`config.mk`:
```
export PLATFORM = sky130hd
export DESIGN_NAME = load_store_unit_flat
export DESIGN_NICKNAME = d
export VERILOG_FILES = /design/src/rtl/lsu_pkg.sv /design/src/rtl/load_store_unit_if.sv /design/src/rtl/load_extender.sv /design/src/rtl/load_store_unit.sv /design/src/flat_wrapper.sv
export SDC_FILE = /design/constraint.sdc
export NUM_CORES = 1
export LEC_CHECK = 0
export ABC_AREA = 1
export ABC_CLOCK_PERIOD_IN_PS = 1650
export BUFFER_PORTS_ARGS = -buffer_cell sky130_fd_sc_hd__buf_2
export CORE_MARGIN = 2
export CORE_UTILIZATION = 43
export DETAILED_ROUTE_END_ITERATION = 10
export MAX_ROUTING_LAYER = met4
export PLACE_DENSITY = 0.82
export SLEW_MARGIN = 20
export SYNTH_ARGS = -nofsm -noshare
export SYNTH_HDL_FRONTEND = slang
export SYNTH_SLANG_ARGS = --single-unit
```
`constraint.sdc`:
```
create_clock -name clk -period 1.65 [get_ports clk]
set_input_delay 0.0825 -clock clk [delete_from_list [all_inputs] [get_ports clk]]
set_output_delay 0.0825 -clock clk [all_outputs]
set_load 0.02 [all_outputs]
```
`src/rtl/lsu_pkg.sv`:
```
// lsu_pkg: shared encodings and request-check helpers for the load/store unit.
package lsu_pkg;

  // RISC-V load/store funct3 encodings
  localparam logic [2:0] F3_BYTE   = 3'b000;
  localparam logic [2:0] F3_HALF   = 3'b001;
  localparam logic [2:0] F3_WORD   = 3'b010;
  localparam logic [2:0] F3_BYTE_U = 3'b100;
  localparam logic [2:0] F3_HALF_U = 3'b101;

  // Memory write_mode encodings
  typedef enum logic [1:0] {
    WM_NONE = 2'd0,
    WM_BYTE = 2'd1,
    WM_HALF = 2'd2,
    WM_WORD = 2'd3
  } wm_e;

  // Response fault codes
  typedef enum logic [1:0] {
    FAULT_OK         = 2'b00,
    FAULT_MISALIGNED = 2'b01,
    FAULT_ACCESS     = 2'b10,
    FAULT_ILLEGAL    = 2'b11
  } fault_e;

  typedef enum logic [1:0] {
    StIdle     = 2'd0,
    StLoadWait = 2'd1,
    StStore    = 2'd2,
    StResp     = 2'd3
  } state_e;

  // Checks in priority order: illegal funct3, misalignment, address range.
  function automatic fault_e check_request(input logic        is_store,
                                           input logic [2:0]  funct3,
                                           input logic [31:0] addr,
                                           input logic [31:0] limit);
    logic illegal;
    logic misaligned;
    if (is_store) begin
      illegal = (funct3 > F3_WORD);
    end else begin
      illegal = (funct3 == 3'b011) || (funct3[2:1] == 2'b11);
    end
    // funct3[1:0] encodes the access size for every legal load and store
    misaligned = ((funct3[1:0] == 2'b01) && addr[0]) ||
                 ((funct3[1:0] == 2'b10) && (addr[1:0] != 2'b00));
    if (illegal) begin
      return FAULT_ILLEGAL;
    end else if (misaligned) begin
      return FAULT_MISALIGNED;
    end else if (addr >= limit) begin
      return FAULT_ACCESS;
    end
    return FAULT_OK;
  endfunction

  function automatic wm_e store_mode(input logic [1:0] size);
    case (size)
      2'b00:   return WM_BYTE;
      2'b01:   return WM_HALF;
      2'b10:   return WM_WORD;
      default: return WM_NONE;
    endcase
  endfunction

endpackage

```
`src/rtl/load_store_unit_if.sv`:
```
// load_store_unit_if: request/response and data-memory signals of the load/store unit.
// master = execute stage plus memory side, slave = the load/store unit.
interface load_store_unit_if;
  logic        req_valid;
  logic        req_ready;
  logic        req_is_store;
  logic [2:0]  req_funct3;
  logic [31:0] req_addr;
  logic [31:0] req_wdata;
  logic        resp_valid;
  logic [31:0] resp_rdata;
  logic [1:0]  resp_fault;
  logic [31:0] mem_address;
  logic [1:0]  mem_write_mode;
  logic [7:0]  mem_write_byte;
  logic [15:0] mem_write_half_word;
  logic [31:0] mem_write_word;
  logic        mem_error;
  logic        mem_done;
  logic [7:0]  mem_byte;
  logic [15:0] mem_half_word;
  logic [31:0] mem_word;

  modport master (
    output req_valid, req_is_store, req_funct3, req_addr, req_wdata,
    input  req_ready, resp_valid, resp_rdata, resp_fault,
    input  mem_address, mem_write_mode, mem_write_byte, mem_write_half_word, mem_write_word,
    output mem_error, mem_done, mem_byte, mem_half_word, mem_word
  );

  modport slave (
    input  req_valid, req_is_store, req_funct3, req_addr, req_wdata,
    output req_ready, resp_valid, resp_rdata, resp_fault,
    output mem_address, mem_write_mode, mem_write_byte, mem_write_half_word, mem_write_word,
    input  mem_error, mem_done, mem_byte, mem_half_word, mem_word
  );
endinterface

```
`src/rtl/load_extender.sv`:
```
// load_extender: funct3-driven sign/zero extension of the memory read outputs.
module load_extender
  import lsu_pkg::*;
(
  input  logic [2:0]  i_funct3,
  input  logic [7:0]  i_byte,
  input  logic [15:0] i_half_word,
  input  logic [31:0] i_word,
  output logic [31:0] o_data
);

  // Select and extend the memory slice matching the load width
  always_comb begin
    o_data = '0;
    case (i_funct3)
      F3_BYTE:   o_data = {{24{i_byte[7]}}, i_byte};
      F3_BYTE_U: o_data = {24'd0, i_byte};
      F3_HALF:   o_data = {{16{i_half_word[15]}}, i_half_word};
      F3_HALF_U: o_data = {16'd0, i_half_word};
      F3_WORD:   o_data = i_word;
      default:   o_data = '0;
    endcase
  end

endmodule

```
`src/rtl/load_store_unit.sv`:
```
// load_store_unit: single-outstanding load/store unit in front of a byte-addressable memory.
// Define LSU_TIMEOUT_EN to add a store watchdog that faults after TIMEOUT_CYCLES.
module load_store_unit
  import lsu_pkg::*;
#(
  parameter logic [31:0] MEM_LIMIT      = 32'h0002_0000,
  parameter int unsigned READ_LATENCY   = 2,
  parameter int unsigned TIMEOUT_CYCLES = 64
) (
  input logic              clk,
  input logic              rst_n,
  load_store_unit_if.slave bus
);

  if (READ_LATENCY < 1 || READ_LATENCY > 7 || TIMEOUT_CYCLES < 1) begin : g_param_check
    $error("load_store_unit: READ_LATENCY must be 1..7 and TIMEOUT_CYCLES >= 1");
  end

  localparam logic [2:0] LAT_LAST = 3'(READ_LATENCY - 1);

  state_e      r_state;
  logic [2:0]  r_funct3;
  logic [31:0] r_wdata;
  wm_e         r_wm;
  logic [31:0] r_mem_address;
  logic [2:0]  r_lat_cnt;
  logic [31:0] r_rdata;
  fault_e      r_fault;
  logic        r_resp_valid;
  logic [31:0] r_resp_rdata;
  fault_e      r_resp_fault;

`ifdef LSU_TIMEOUT_EN
  localparam logic [31:0] TMO_LAST = 32'(TIMEOUT_CYCLES - 1);
  logic [31:0] r_tmo_cnt;
`endif

  logic        w_req_ready;
  logic        w_accept;
  fault_e      w_check;
  logic [31:0] w_load_data;

  // A store's mem_done must fall before the next request can start
  assign w_req_ready = (r_state == StIdle) && !bus.mem_done;
  assign w_accept    = bus.req_valid && w_req_ready;
  assign w_check     = check_request(bus.req_is_store, bus.req_funct3, bus.req_addr, MEM_LIMIT);

  load_extender u_load_extender (
    .i_funct3    (r_funct3),
    .i_byte      (bus.mem_byte),
    .i_half_word (bus.mem_half_word),
    .i_word      (bus.mem_word),
    .o_data      (w_load_data)
  );

  // Main FSM with all outputs registered
  always_ff @(posedge clk) begin
    if (!rst_n) begin
      r_state       <= StIdle;
      r_funct3      <= '0;
      r_wdata       <= '0;
      r_wm          <= WM_NONE;
      r_mem_address <= '0;
      r_lat_cnt     <= '0;
      r_rdata       <= '0;
      r_fault       <= FAULT_OK;
      r_resp_valid  <= 1'b0;
      r_resp_rdata  <= '0;
      r_resp_fault  <= FAULT_OK;
`ifdef LSU_TIMEOUT_EN
      r_tmo_cnt     <= '0;
`endif
    end else begin
      r_resp_valid <= 1'b0;
      r_resp_rdata <= '0;
      r_resp_fault <= FAULT_OK;
      unique case (r_state)
        StIdle: begin
          if (w_accept) begin
            r_funct3  <= bus.req_funct3;
            r_wdata   <= bus.req_wdata;
            r_lat_cnt <= '0;
            r_rdata   <= '0;
            r_fault   <= w_check;
`ifdef LSU_TIMEOUT_EN
            r_tmo_cnt <= '0;
`endif
            if (w_check != FAULT_OK) begin
              // Faulting requests never touch the memory port
              r_state <= StResp;
            end else begin
              r_mem_address <= bus.req_addr;
              if (bus.req_is_store) begin
                r_wm    <= store_mode(bus.req_funct3[1:0]);
                r_state <= StStore;
              end else begin
                r_state <= StLoadWait;
              end
            end
          end
        end
        StLoadWait: begin
          if (r_lat_cnt == LAT_LAST) begin
            r_rdata <= w_load_data;
            r_state <= StResp;
          end else begin
            r_lat_cnt <= r_lat_cnt + 3'd1;
          end
        end
        StStore: begin
          if (bus.mem_done) begin
            r_wm    <= WM_NONE;
            r_fault <= bus.mem_error ? FAULT_ACCESS : FAULT_OK;
            r_state <= StResp;
          end
`ifdef LSU_TIMEOUT_EN
          else if (r_tmo_cnt == TMO_LAST) begin
            r_wm    <= WM_NONE;
            r_fault <= FAULT_ACCESS;
            r_state <= StResp;
          end else begin
            r_tmo_cnt <= r_tmo_cnt + 32'd1;
          end
`endif
        end
        StResp: begin
          r_resp_valid  <= 1'b1;
          r_resp_rdata  <= (r_fault == FAULT_OK) ? r_rdata : '0;
          r_resp_fault  <= r_fault;
          r_mem_address <= '0;
          r_state       <= StIdle;
        end
        default: r_state <= StIdle;
      endcase
    end
  end

  assign bus.req_ready           = w_req_ready;
  assign bus.resp_valid          = r_resp_valid;
  assign bus.resp_rdata          = r_resp_rdata;
  assign bus.resp_fault          = r_resp_fault;
  assign bus.mem_address         = r_mem_address;
  assign bus.mem_write_mode      = r_wm;
  assign bus.mem_write_byte      = r_wdata[7:0];
  assign bus.mem_write_half_word = r_wdata[15:0];
  assign bus.mem_write_word      = r_wdata;

endmodule

```
`src/flat_wrapper.sv`:
```
// flat-port wrapper written by rule: the top's interface ports become plain ports
module load_store_unit_flat import lsu_pkg::*;
#(
  parameter logic [31:0] MEM_LIMIT      = 32'h0002_0000,
  parameter int unsigned READ_LATENCY   = 2,
  parameter int unsigned TIMEOUT_CYCLES = 64
)
  (clk, rst_n, bus_req_valid, bus_req_is_store, bus_req_funct3, bus_req_addr, bus_req_wdata, bus_req_ready, bus_resp_valid, bus_resp_rdata, bus_resp_fault, bus_mem_address, bus_mem_write_mode, bus_mem_write_byte, bus_mem_write_half_word, bus_mem_write_word, bus_mem_error, bus_mem_done, bus_mem_byte, bus_mem_half_word, bus_mem_word);
  load_store_unit_if bus_i ();
  input logic clk;
  input logic rst_n;
  input wire logic [$bits(bus_i.req_valid)-1:0] bus_req_valid;
  input wire logic [$bits(bus_i.req_is_store)-1:0] bus_req_is_store;
  input wire logic [$bits(bus_i.req_funct3)-1:0] bus_req_funct3;
  input wire logic [$bits(bus_i.req_addr)-1:0] bus_req_addr;
  input wire logic [$bits(bus_i.req_wdata)-1:0] bus_req_wdata;
  output wire logic [$bits(bus_i.req_ready)-1:0] bus_req_ready;
  output wire logic [$bits(bus_i.resp_valid)-1:0] bus_resp_valid;
  output wire logic [$bits(bus_i.resp_rdata)-1:0] bus_resp_rdata;
  output wire logic [$bits(bus_i.resp_fault)-1:0] bus_resp_fault;
  output wire logic [$bits(bus_i.mem_address)-1:0] bus_mem_address;
  output wire logic [$bits(bus_i.mem_write_mode)-1:0] bus_mem_write_mode;
  output wire logic [$bits(bus_i.mem_write_byte)-1:0] bus_mem_write_byte;
  output wire logic [$bits(bus_i.mem_write_half_word)-1:0] bus_mem_write_half_word;
  output wire logic [$bits(bus_i.mem_write_word)-1:0] bus_mem_write_word;
  input wire logic [$bits(bus_i.mem_error)-1:0] bus_mem_error;
  input wire logic [$bits(bus_i.mem_done)-1:0] bus_mem_done;
  input wire logic [$bits(bus_i.mem_byte)-1:0] bus_mem_byte;
  input wire logic [$bits(bus_i.mem_half_word)-1:0] bus_mem_half_word;
  input wire logic [$bits(bus_i.mem_word)-1:0] bus_mem_word;
  assign bus_i.req_valid = bus_req_valid;
  assign bus_i.req_is_store = bus_req_is_store;
  assign bus_i.req_funct3 = bus_req_funct3;
  assign bus_i.req_addr = bus_req_addr;
  assign bus_i.req_wdata = bus_req_wdata;
  assign bus_req_ready = bus_i.req_ready;
  assign bus_resp_valid = bus_i.resp_valid;
  assign bus_resp_rdata = bus_i.resp_rdata;
  assign bus_resp_fault = bus_i.resp_fault;
  assign bus_mem_address = bus_i.mem_address;
  assign bus_mem_write_mode = bus_i.mem_write_mode;
  assign bus_mem_write_byte = bus_i.mem_write_byte;
  assign bus_mem_write_half_word = bus_i.mem_write_half_word;
  assign bus_mem_write_word = bus_i.mem_write_word;
  assign bus_i.mem_error = bus_mem_error;
  assign bus_i.mem_done = bus_mem_done;
  assign bus_i.mem_byte = bus_mem_byte;
  assign bus_i.mem_half_word = bus_mem_half_word;
  assign bus_i.mem_word = bus_mem_word;
  load_store_unit #(.MEM_LIMIT(MEM_LIMIT), .READ_LATENCY(READ_LATENCY), .TIMEOUT_CYCLES(TIMEOUT_CYCLES)) u_core (.clk(clk), .rst_n(rst_n), .bus(bus_i));
endmodule
```
==> run metrics <==
slew of the pin with the lowest slew margin=0.375 ns; Layout area overhead=45.1%; Fin Clk Skew=0.00673 ns; Num CTS Buffers=17; grt ovf=0; clock tree root driver cell=clkbuf_16; flop2flop setup slack=-0.02 ns; first-pass GRT wire length=25,300 µm; Clock Sinks=143; worst vdd ir=678 µV; Final setup viols=8; top cells by area, synth=dfxtp_1, nand2_1, nor2_1; number of DRC markers in iteration 0=402; PD cells=1290 mW/mm²; CTS tree=built; WL/cell=13.0 µm; Pins Over Slew Limit=0; Synth Instances=803; fin cells=approximately 1,300; clock transition at the registers of the reported paths=0.06 ns; commonest cells in the synthesized netlist=nand2_1, dfxtp_1, nor2_1; nets=1,226; via-per-instance ratio=4.72; Post-Place Setup Slack=-0.0469 ns; number of H-tree levels=4; die width=about 120 µm; core area=0.0132 mm²; Worst-Skew Late Latency=0.42 ns; vias in the first global route=5,510; initial antenna violation count=0; CP top delay family=simple AND/OR/NAND/NOR gates; MaxCap Viol Count=0; initial core utilization=0.440; most frequent cell after synthesis=nand2_1; Post-Place Cells=~1,200; Worst setup EP type=flop; layout cells sized above 1=0.336; fin worst setup slack=-0.0232 ns; endpoints failing hold=0; CP Data Arrival Time=2.02 ns; status=finished with violations; Total GRT Usage=0.224; yosys warns=0; CP Cell Sequence=inv_4 -> ha_4 -> inv_4 -> nor2_4 -> nand2_4 -> inv_4 -> nor2_4 -> nor3_4 -> buf_12 -> clkbuf_16 -> nand2_1 -> a21oi_1; Final Critical Period=1.67 ns; final hold slack=0.0198 ns; Syn Area/Cell=7.26 µm²; Post-Synthesis Net Count=roughly 940; failing checks=negative setup slack; Vias=roughly 6,000; highest clock rate=598 MHz; die area=about 0.015 mm²; Rel. slew slack=0.747; Netlist cell types=28; largest net degree at the start of global routing=69; main flop type after synthesis=dfxtp_1; FF+latch count, synth=143; Slowest cell on crit path=dfxtp_2; total power=10.9 mW; Clock Tree Buf Depth=2; Netlist Area Pre-Place=0.00583 mm²; Crit path top cell by count=inv_4; CP Data Required Time=2.00 ns; Seq/Total Area, Yosys=0.491; drt pass-1 iters=5; fraction of registers with async set/reset=0; CP Launch Type=flop; worst-path fanout max=9; post-synth top area cell=dfxtp_1; RSZ-0062 raised after global routing=true; Final Wtd Congestion=0.864; placed wire-length estimate=10,600 µm; port bufs=254; Routed WL=16,600 µm; DRC=0; Final Cell Area=0.00846 mm²; number of synthesized flops with an enable pin=0; antenna-violating nets left=0; critical path class=reg -> reg; Yosys top cell area share=0.491; Pleak=4.02 nW; Site Rows=42; Post-DP Area=about 0.0073 mm²; period utilization=1.01; Buf+Inv Stages, Crit Path=5; I/O Pins=between 200 and 300; worst hold-check path type=in -> reg; die height=120 µm; Largest stage delay, worst path=0.33 ns
registers in the layout (all words and copies together) (netlist names):
register	count
u_core.bus.mem_address	32
u_core.bus.mem_write_word	32
u_core.bus.resp_rdata	32
u_core.r_rdata	32
u_core.r_funct3	3
u_core.r_lat_cnt	3
u_core.bus.mem_write_mode	2
u_core.bus.resp_fault	2
u_core.r_fault	2
u_core.r_state	2
u_core.bus.resp_valid	1
cell type report:
| type | count | area [µm²] |
|---|---|---|
| Multi-Input combinational cell | 519 | 2430 |
| Inverter | 80 | 310 |
| Clock buffer | 20 | 447 |
| Antenna cell | 1 | 2.50 |
| Fill cell | 1102 | 4780 |
| Clock inverter | 11 | 156 |
| Timing Repair Buffer | 325 | 2030 |
| Tap cell | 176 | 220 |
| Sequential cell | 143 | 2870 |
per-stage QoR:
stage,TNS (ns),util
after floorplan,-0.00818,-
after global placement,0,0.551
after detailed placement,-0.336,0.551
after CTS,-0.00986,0.624
after global routing,-3.07,0.639
final,-0.0604,0.639
kinds of logic (layout without fill, tap and decap cells):
logic type	count (synthesis)	after routing	synth area share
fa+ha+maj	11	11	0.0236
other cells	0	1	0
buf+inv	142	436	0.111
flops	143	143	0.491
simple gates	395	396	0.270
compound gates	112	112	0.105
power breakdown:
group	internal [mW]	switching, mW	leakage [nW]
combinational	1.23	1.84	2.57
sequential	3.74	0.174	1.16
clock	2.43	1.49	0.289
total	7.41	3.51	4.02
repair_timing:
action	4_1_cts	5_1_grt
pin swaps	1	6
setup endpoints to repair	37	71
setup buffers	0	6
cloned	0	4
endpoints found under the hold margin	34	0
resized for setup	5	26
hold buffers	34	0
worst paths after layout:
check | from | end | cells after the start
max reg2reg | u_core.r_state[0]$_SDFFE_PN0P_ | u_core.r_rdata[18]$_SDFFE_PN0P_ | 12
min reg2reg | u_core.r_rdata[30]$_SDFFE_PN0P_ | u_core.bus.resp_rdata[30]$_SDFF_PN0_ | 2
max | u_core.r_state[0]$_SDFFE_PN0P_ | u_core.r_rdata[18]$_SDFFE_PN0P_ | 12
min | bus_mem_word[25] | u_core.r_rdata[25]$_SDFFE_PN0P_ | 5
metal layers:
layer	GRT usage	routed length, µm	part of all wire
met5	-	0	0
met2	0.372	8180	0.49
met3	0.0519	1100	0.066
met1	0.265	6940	0.42
met4	0.0858	370	0.022
cells in the final DEF, fill, tap and decap left out, types with 2 or more instances in the layout:
master / netlist / final
nor3_4: 1 / 2
buf_12: 0 / 7
nand2_1: 240 / 233
nor2_4: 1 / 3
o21ai_0: 32 / 29
nand2_2: 2 / 8
bufinv_16: 0 / 3
ha_1: 11 / 10
inv_1: 75 / 73
nand4_1: 2 / 2
dlygate4sd3_1: 0 / 34
o21ai_1: 0 / 3
inv_2: 5 / 3
a21oi_2: 10 / 20
nand3_1: 23 / 23
a21oi_1: 66 / 56
nand2_4: 0 / 2
dfxtp_2: 0 / 2
buf_4: 28 / 24
nor2_1: 118 / 116
buf_6: 0 / 3
clkbuf_16: 0 / 19
dfxtp_1: 143 / 141
inv_4: 0 / 4
inv_6: 0 / 3
clkinvlp_4: 0 / 2
nor3_1: 2 / 2
clkbuf_1: 28 / 2
buf_2: 6 / 254
tightest hold or removal path: stages:
cell     delay, ns
buf_2         0.09
nand2_1       0.05
nand2_1       0.04
nand2_1       0.07
a21oi_2       0.05
Power figures use the tool's default switching activity.
